**src/rtl/lif_spike_event_queue.sv**
```systemverilog
// Spike event queue: stamps each voted spike with a free-running timestamp and
// the sampled Q8.8 membrane potential, buffers records in a FWFT FIFO, counts drops.
module lif_spike_event_queue #(
    parameter int TS_W  = 16,
    parameter int DEPTH = 16,
    parameter int OVF_W = 8
) (
    input  logic                     clk,
    input  logic                     rst,
    input  logic                     enable,
    input  logic                     spike_in,
    input  logic [15:0]              v_in,
    output logic                     ev_valid,
    input  logic                     ev_ready,
    output logic [TS_W-1:0]          ev_ts,
    output logic [15:0]              ev_v,
    output logic [$clog2(DEPTH):0]   fifo_count,
    output logic [OVF_W-1:0]         ovf_cnt,
    output logic                     ts_wrap
);

    localparam int AW = $clog2(DEPTH);
    localparam int CW = AW + 1;
    localparam int RW = TS_W + 16;

    logic [RW-1:0]    mem_r [DEPTH];
    logic [TS_W-1:0]  ts_r;
    logic             ts_wrap_r;
    logic [AW-1:0]    wr_ptr_r;
    logic [AW-1:0]    rd_ptr_r;
    logic [CW-1:0]    count_r;
    logic             ev_valid_r;
    logic [TS_W-1:0]  ev_ts_r;
    logic [15:0]      ev_v_r;
    logic [OVF_W-1:0] ovf_r;

    logic             req_s;
    logic             full_s;
    logic             pop_s;
    logic             push_s;
    logic             drop_s;
    logic [RW-1:0]    rec_s;
    logic [AW-1:0]    rd_ptr_nxt_s;
    logic [CW-1:0]    count_nxt_s;
    logic [RW-1:0]    head_nxt_s;

    // Handshake decode and next-head selection; the head register is refilled
    // from the incoming record when the slot being written becomes the head.
    always_comb begin
        req_s        = enable & spike_in;
        full_s       = (count_r == CW'(DEPTH));
        pop_s        = ev_valid_r & ev_ready;
        push_s       = req_s & (~full_s | pop_s);
        drop_s       = req_s & full_s & ~pop_s;
        rec_s        = {ts_r, v_in};
        rd_ptr_nxt_s = pop_s ? (rd_ptr_r + AW'(1'b1)) : rd_ptr_r;
        case ({push_s, pop_s})
            2'b10:   count_nxt_s = count_r + CW'(1'b1);
            2'b01:   count_nxt_s = count_r - CW'(1'b1);
            default: count_nxt_s = count_r;
        endcase
        if (count_nxt_s == '0) begin
            head_nxt_s = '0;
        end else if (push_s && ((count_r == '0) || (pop_s && (count_r == CW'(1'b1))))) begin
            head_nxt_s = rec_s;
        end else begin
            head_nxt_s = mem_r[rd_ptr_nxt_s];
        end
    end

    // Record storage; contents need no reset since the pointers gate visibility.
    always_ff @(posedge clk) begin
        if (push_s) begin
            mem_r[wr_ptr_r] <= rec_s;
        end
    end

    // Timestamp, pointers, registered head and drop counter.
    always_ff @(posedge clk or negedge rst) begin
        if (!rst) begin
            ts_r       <= '0;
            ts_wrap_r  <= 1'b0;
            wr_ptr_r   <= '0;
            rd_ptr_r   <= '0;
            count_r    <= '0;
            ev_valid_r <= 1'b0;
            ev_ts_r    <= '0;
            ev_v_r     <= '0;
            ovf_r      <= '0;
        end else begin
            if (enable) begin
                ts_r <= ts_r + TS_W'(1'b1);
            end else begin
                ts_r <= ts_r;
            end
            ts_wrap_r <= enable & (ts_r == '1);
            if (push_s) begin
                wr_ptr_r <= wr_ptr_r + AW'(1'b1);
            end else begin
                wr_ptr_r <= wr_ptr_r;
            end
            rd_ptr_r   <= rd_ptr_nxt_s;
            count_r    <= count_nxt_s;
            ev_valid_r <= (count_nxt_s != '0);
            ev_ts_r    <= head_nxt_s[RW-1:16];
            ev_v_r     <= head_nxt_s[15:0];
            if (drop_s && (ovf_r != '1)) begin
                ovf_r <= ovf_r + OVF_W'(1'b1);
            end else begin
                ovf_r <= ovf_r;
            end
        end
    end

    assign ev_valid   = ev_valid_r;
    assign ev_ts      = ev_ts_r;
    assign ev_v       = ev_v_r;
    assign fifo_count = count_r;
    assign ovf_cnt    = ovf_r;
    assign ts_wrap    = ts_wrap_r;

endmodule

```
**config.mk**
```make
export PLATFORM = sky130hd
export DESIGN_NAME = lif_spike_event_queue
export DESIGN_NICKNAME = d
export VERILOG_FILES = /design/src/rtl/lif_spike_event_queue.sv
export SDC_FILE = /design/constraint.sdc
export NUM_CORES = 1
export LEC_CHECK = 0
export ABC_AREA = 1
export ABC_CLOCK_PERIOD_IN_PS = 3930
export CAP_MARGIN = 20
export CORE_MARGIN = 5
export CORE_UTILIZATION = 61
export CTS_CLUSTER_DIAMETER = 200
export DETAILED_ROUTE_END_ITERATION = 10
export GPL_TIMING_DRIVEN = 0
export PLACE_DENSITY = 0.79
export SYNTH_ARGS = -nofsm -noshare
export SYNTH_HDL_FRONTEND = slang
export SYNTH_SLANG_ARGS = --single-unit
```
**constraint.sdc**
```tcl
create_clock -name clk -period 3.93 [get_ports clk]
set_input_delay 0.5895 -clock clk [delete_from_list [all_inputs] [get_ports clk]]
set_output_delay 0.5895 -clock clk [all_outputs]
set_load 0.02 [all_outputs]
```
Word-level counts from Yosys, hierarchy flattened:

Memory sizes are Yosys's and may differ from the RTL's.
Index checks and enable logic that the tools add are counted.

* flip-flop bits (word level): 71
* bits in latches: 0
* memory bits (writable): 512
* bits in read-only memories: 0
* input bits: 21
* output and inout bits: 47
* word-level logic and storage cells: 44
* memories: 1

* add/subtract/negate cells: 6
* multiply operators: 0
* div/mod/pow operators: 0
* magnitude comparators: 0
* eq/ne operators: 6
* shifts and indexed selects: 0
* multiplexer cells: 6
* bitwise logic cells: 9
* reduce and logical (&&, ||, !) cells: 7

Memory list
* mem_r: words 16, width 32, rd ports 1, clocked after memory_dff 0, wr ports 1, line 26 `logic [RW-1:0] mem_r [DEPTH];`

Operator list (number)
* 32-bit two-way mux: 2
* 16-bit by 1-bit adder with 16-bit output (second input constant): 1
* 16-bit == test (second input constant): 1
* 5-bit logical NOT: 2
* 5-bit case mux with 2 select lines: 1
* 4-bit by 1-bit adder with 4-bit output (second input constant): 2
* 8-bit by 1-bit adder with 8-bit output (second input constant): 1
* 8-bit != test (second input constant): 1
* 1-bit AND: 6
* 5-bit by 1-bit adder with 5-bit output (second input constant): 1
* 5-bit by 1-bit == test with 1-bit output (second input constant): 1
* 5-bit == test (second input constant): 1
* 5-bit nonzero test: 1
* 5-bit by 1-bit subtractor with 5-bit output (second input constant): 1
* 4-bit two-way mux: 1
* 1-bit logical AND: 3
* 2-bit by 1-bit == test with 1-bit output (second input constant): 1
* 2-bit == test (second input constant): 1
* 1-bit two-way mux: 2
* 1-bit NOT: 2
* 1-bit logical OR: 1
* 1-bit bitwise OR: 1

Depth between registers and ports, before layout:

* depth after elaboration: 8
* mapped depth: 15
* gate-level depth less buffers: 14

Worst setup path before layout:

No wires, ideal clock.

* path kind: register to register
* from: reg count_r[0], in the netlist fifo_count[0]
* to: mem mem_r[11][0] in the netlist's numbering, enable pin
* data arrival time: 2671 ps
* path slack: 838 ps
* cell stages (with the launch flop): 8
* cell sequence: dfrtp_1 > inv_1 > ha_1 > nand2_1 > o21ai_2 > clkinv_1 > nand2_1 > nor2_1

* word-level cells in the longest chain between the ends: 6

Ends and longest elaborated chain
* from (decl): line 31 `logic [CW-1:0] count_r;`
* from (signal assigned): line 103 `count_r <= count_nxt_s;`
* 5-bit == test: line 51 `full_s = (count_r == CW'(DEPTH));`
* 1-bit NOT: line 53 `push_s = req_s & (~full_s | pop_s);`
* 1-bit bitwise OR: line 53
* 1-bit AND: line 53
* named net push_s: line 40 `logic push_s;`
* 1-bit two-way mux: line 73 `if (push_s) begin`
* 1-bit two-way mux (not written as such): line 74 `mem_r[wr_ptr_r] <= rec_s;`
* to (decl): line 26

The timed path passes the listed nets, and every way through them passes these cells.

Final worst setup path:

* from: in ev_ready
* to: reg ev_ts_r[4], in the netlist ev_ts[4]

* word-level cells in the longest chain between the ends: 7

Ends and longest elaborated chain
* from (decl): line 14 `input logic ev_ready,`
* 1-bit AND *: line 52 `pop_s = ev_valid_r & ev_ready;`
* 1-bit bitwise OR *: line 53
* 1-bit AND *: line 53
* named net push_s: line 40
* 2-bit by 1-bit == test with 1-bit output / 2-bit == test (equally long branches): line 57 `case ({push_s, pop_s})`
* 5-bit case mux with 2 select lines: line 57
* 5-bit logical NOT: line 62 `if (count_nxt_s == '0) begin`
* 32-bit two-way mux *: line 62
* named net head_nxt_s[20]: line 45 `logic [RW-1:0] head_nxt_s;`
* to (signal assigned): line 105 `ev_ts_r <= head_nxt_s[RW-1:16];`
* to (decl): line 33 `logic [TS_W-1:0] ev_ts_r;`

The timed path passes the listed nets; every way through them passes the cells marked *.
A chain may end at the register's enable or synchronous reset.

==> reports/results.ini <==
[power_and_ir_drop]
vdd_drop_max_mv=0.6017
cellLeakagePower_nw=10.37
power.density_nw_per_um2=811.4

[clock_network]
numCtsBuffers=58
clk_pin_slew_worst_paths_ns=0.06
root_buffer=clkbuf_16
htree_levels=2
clockBufferDepth=3
cts_tree=built
cts_resized=0
post_cts_buffers=0
clock-sinks=583
clk_latency_ns=0.62

[yosys]
synthDistinctLibCells=34
ys_warn_count=0
synth-main-ff-cell=edfxtp_1
synth_cells=2041
synth_fp_nets=2075
avgSynthCellArea_um2=11.85
seq_area_frac_synth_pct=70.90
syn_area_um2=24190
synth_edf_count=512
synthArstFlopShare_pct=12.18
ys_ff_latch=583

[flow_run]
max_cap_viol_count=0

[final_layout]
fill_cells=2624
final_common_cell=nand3_1
drive_gt1_share_pct=12.35
num_antenna_cells=0
area_delta_synth_final_pct=15.69
final_cell_mix=nand3_1, edfxtp_1, nand2_1
final_util_pct=70.93
fin_nets=2219

[drt]
num_vias=17820
first_iter_violations=2429
postRouteAntennaNets=0
wl_per_cell_um=25.30
via_per_inst=6.458
wl_mm=69.80
drc=0
drtPass1Iterations=7

[critical_path]
rrSetupSlack_ns=0.50
crit_type=input pin to flop
cp.arrival_ns=3.88
startpoint_type=input pin
end_kind=flop
path_max_fanout=10
worstPathRequired_ns=4.38
timing.rr.end=ev_ts[4]
r2r-start=fifo_count[0]
reg2reg_depth=14

[global_route]
track_usage_pct=31.56
grt_pass1_wl_mm=104.5
grt_max_degree=49
grt-ovfl-total=0
grt_pass1_vias=17540
antenna_found_initial=0

[min_path]
hold_path_class=input pin to flop
min_from=enable
whs_path_depth=2
hold_end=ts_r[0]

[sta]
setup_viol_count_final=0
max_freq_ghz=0.2910
worst_pin_slew_ns=0.8358
fin_crit_sh_pct=87.43
hold_violations=0
tns_ns=0
slew_headroom_pct=43.76
min_period_ns=3.436
fin_skew_ns=0.02132
rsz0062_at_grt=no
slew_viol_final=0

[placement]
port_buffers=66
dp_hpwl_mm=44.81
routabilityCongestion=0.9039

[die]
die_area_um2=43740
rows=73
die_h_um=209.1
start_util_pct=61.31
io_pins=68
coreArea_um2=39460
die_w_um=209.1

[run_status]
status=complete, no violations

==> routing by layer <==
layer	vias up	wire length, um	global-route usage, %
met1	8531	24090	41.11
li1	7637	-	-
met3	283	9083	8.407
met2	1367	32830	49.92
met4	0	3802	15.17
met5	-	0	0
==> cell families after synthesis <==
group | share of synthesized area, %
buffers and inverters | 3.776
adder cells (fa/ha/maj) | 0.6724
AND/OR/NAND/NOR | 22.69
multiplexers | 0.04655
AO/OA/AOI/OAI | 0.9155
flip-flops | 70.90
XOR/XNOR | 1.003
==> stage by stage <==
stage	total power [W]	instance area (um2)	hold slack, ns	std cells	setup WS, ns
2_1_floorplan	0.01340	24190	0.2939	2041	0.8376
6_report	0.02271	27990	0.2642	2759	0.4939
3_3_place_gp	0.01646	25510	0.4869	2632	-1.076
5_1_grt	0.02366	27990	0.2568	2759	0.1141
4_1_cts	0.02248	27990	0.2440	2759	0.5311
3_5_place_dp	0.01687	26060	0.4921	2649	-0.06476
==> worst max-delay path by stage <==
stage	start	end
global route	fifo_count[0]	ev_ts[4]
global placement	ev_ready	mem_r[15][20]
detailed placement	ev_ready	ev_ts[0]
finish	ev_ready	ev_ts[4]
floorplan	fifo_count[0]	mem_r[11][0]
CTS	fifo_count[0]	ev_ts[0]
==> Yosys cell counts, types with 6 or more instances <==
library cell  instances  share of area, %
edfxtp_1            512                64
nand2_1             385               6.0
nand3_1             726                15
a21oi_1              33              0.68
ha_1                 13              0.67
buf_4                12              0.37
o21ai_0               7              0.14
clkbuf_1             14              0.22
dfrtp_1              71               7.3
nand4_1               8              0.21
nor2_1               29              0.45
buf_2               112               2.3
xor2_1               18              0.65
or2_2                22              0.57
xnor2_1               6              0.22
inv_1                45              0.70
==> sequential cells by signal, indices dropped and copies added, names as in the netlist <==
signal / cells
ev_v: 16
rd_ptr_r: 4
ts_r: 16
wr_ptr_r: 4
mem_r: 512
fifo_count: 5
ev_valid: 1
ev_ts: 16
ovf_cnt: 8
ts_wrap: 1
==> layout make-up <==
cell class                      instances  area [um2]  share of cell area (%)
Clock inverter                         19       267.8                  0.9567
Inverter                               48       180.2                  0.6438
Clock buffer                           90        1653                   5.906
Buffer                                142       733.2                   2.620
Sequential cell                       583       17150                   61.28
Tap cell                              525       656.9                   2.347
Multi-Input combinational cell       1268        6246                   22.32
Timing Repair Buffer                   84        1099                   3.925
==> power breakdown <==
group          switching, W  internal (W)
sequential         0.000415       0.00745
combinational       0.00641       0.00284
clock               0.00231       0.00329
total               0.00914        0.0136
==> critical path, stage by stage <==
cell and delay [ns]:
clkdlybuf4s50_1 0.57, nand2_4 0.22, nand2_1 0.10, o21ai_2 0.23, clkinv_1 0.25, ha_1 0.34
or2_0 0.21, a21boi_0 0.21, nand2_1 0.09, a21oi_1 0.16, nand3_1 0.36, buf_2 0.39
nand2_1 0.10, a21oi_1 0.04
==> repair_timing <==
item,4_1_cts,5_1_grt
endpoints found under the hold margin,23,0
hold buffers,1,0
setup endpoints to repair,0,0
(Power assumes the default switching activity.)
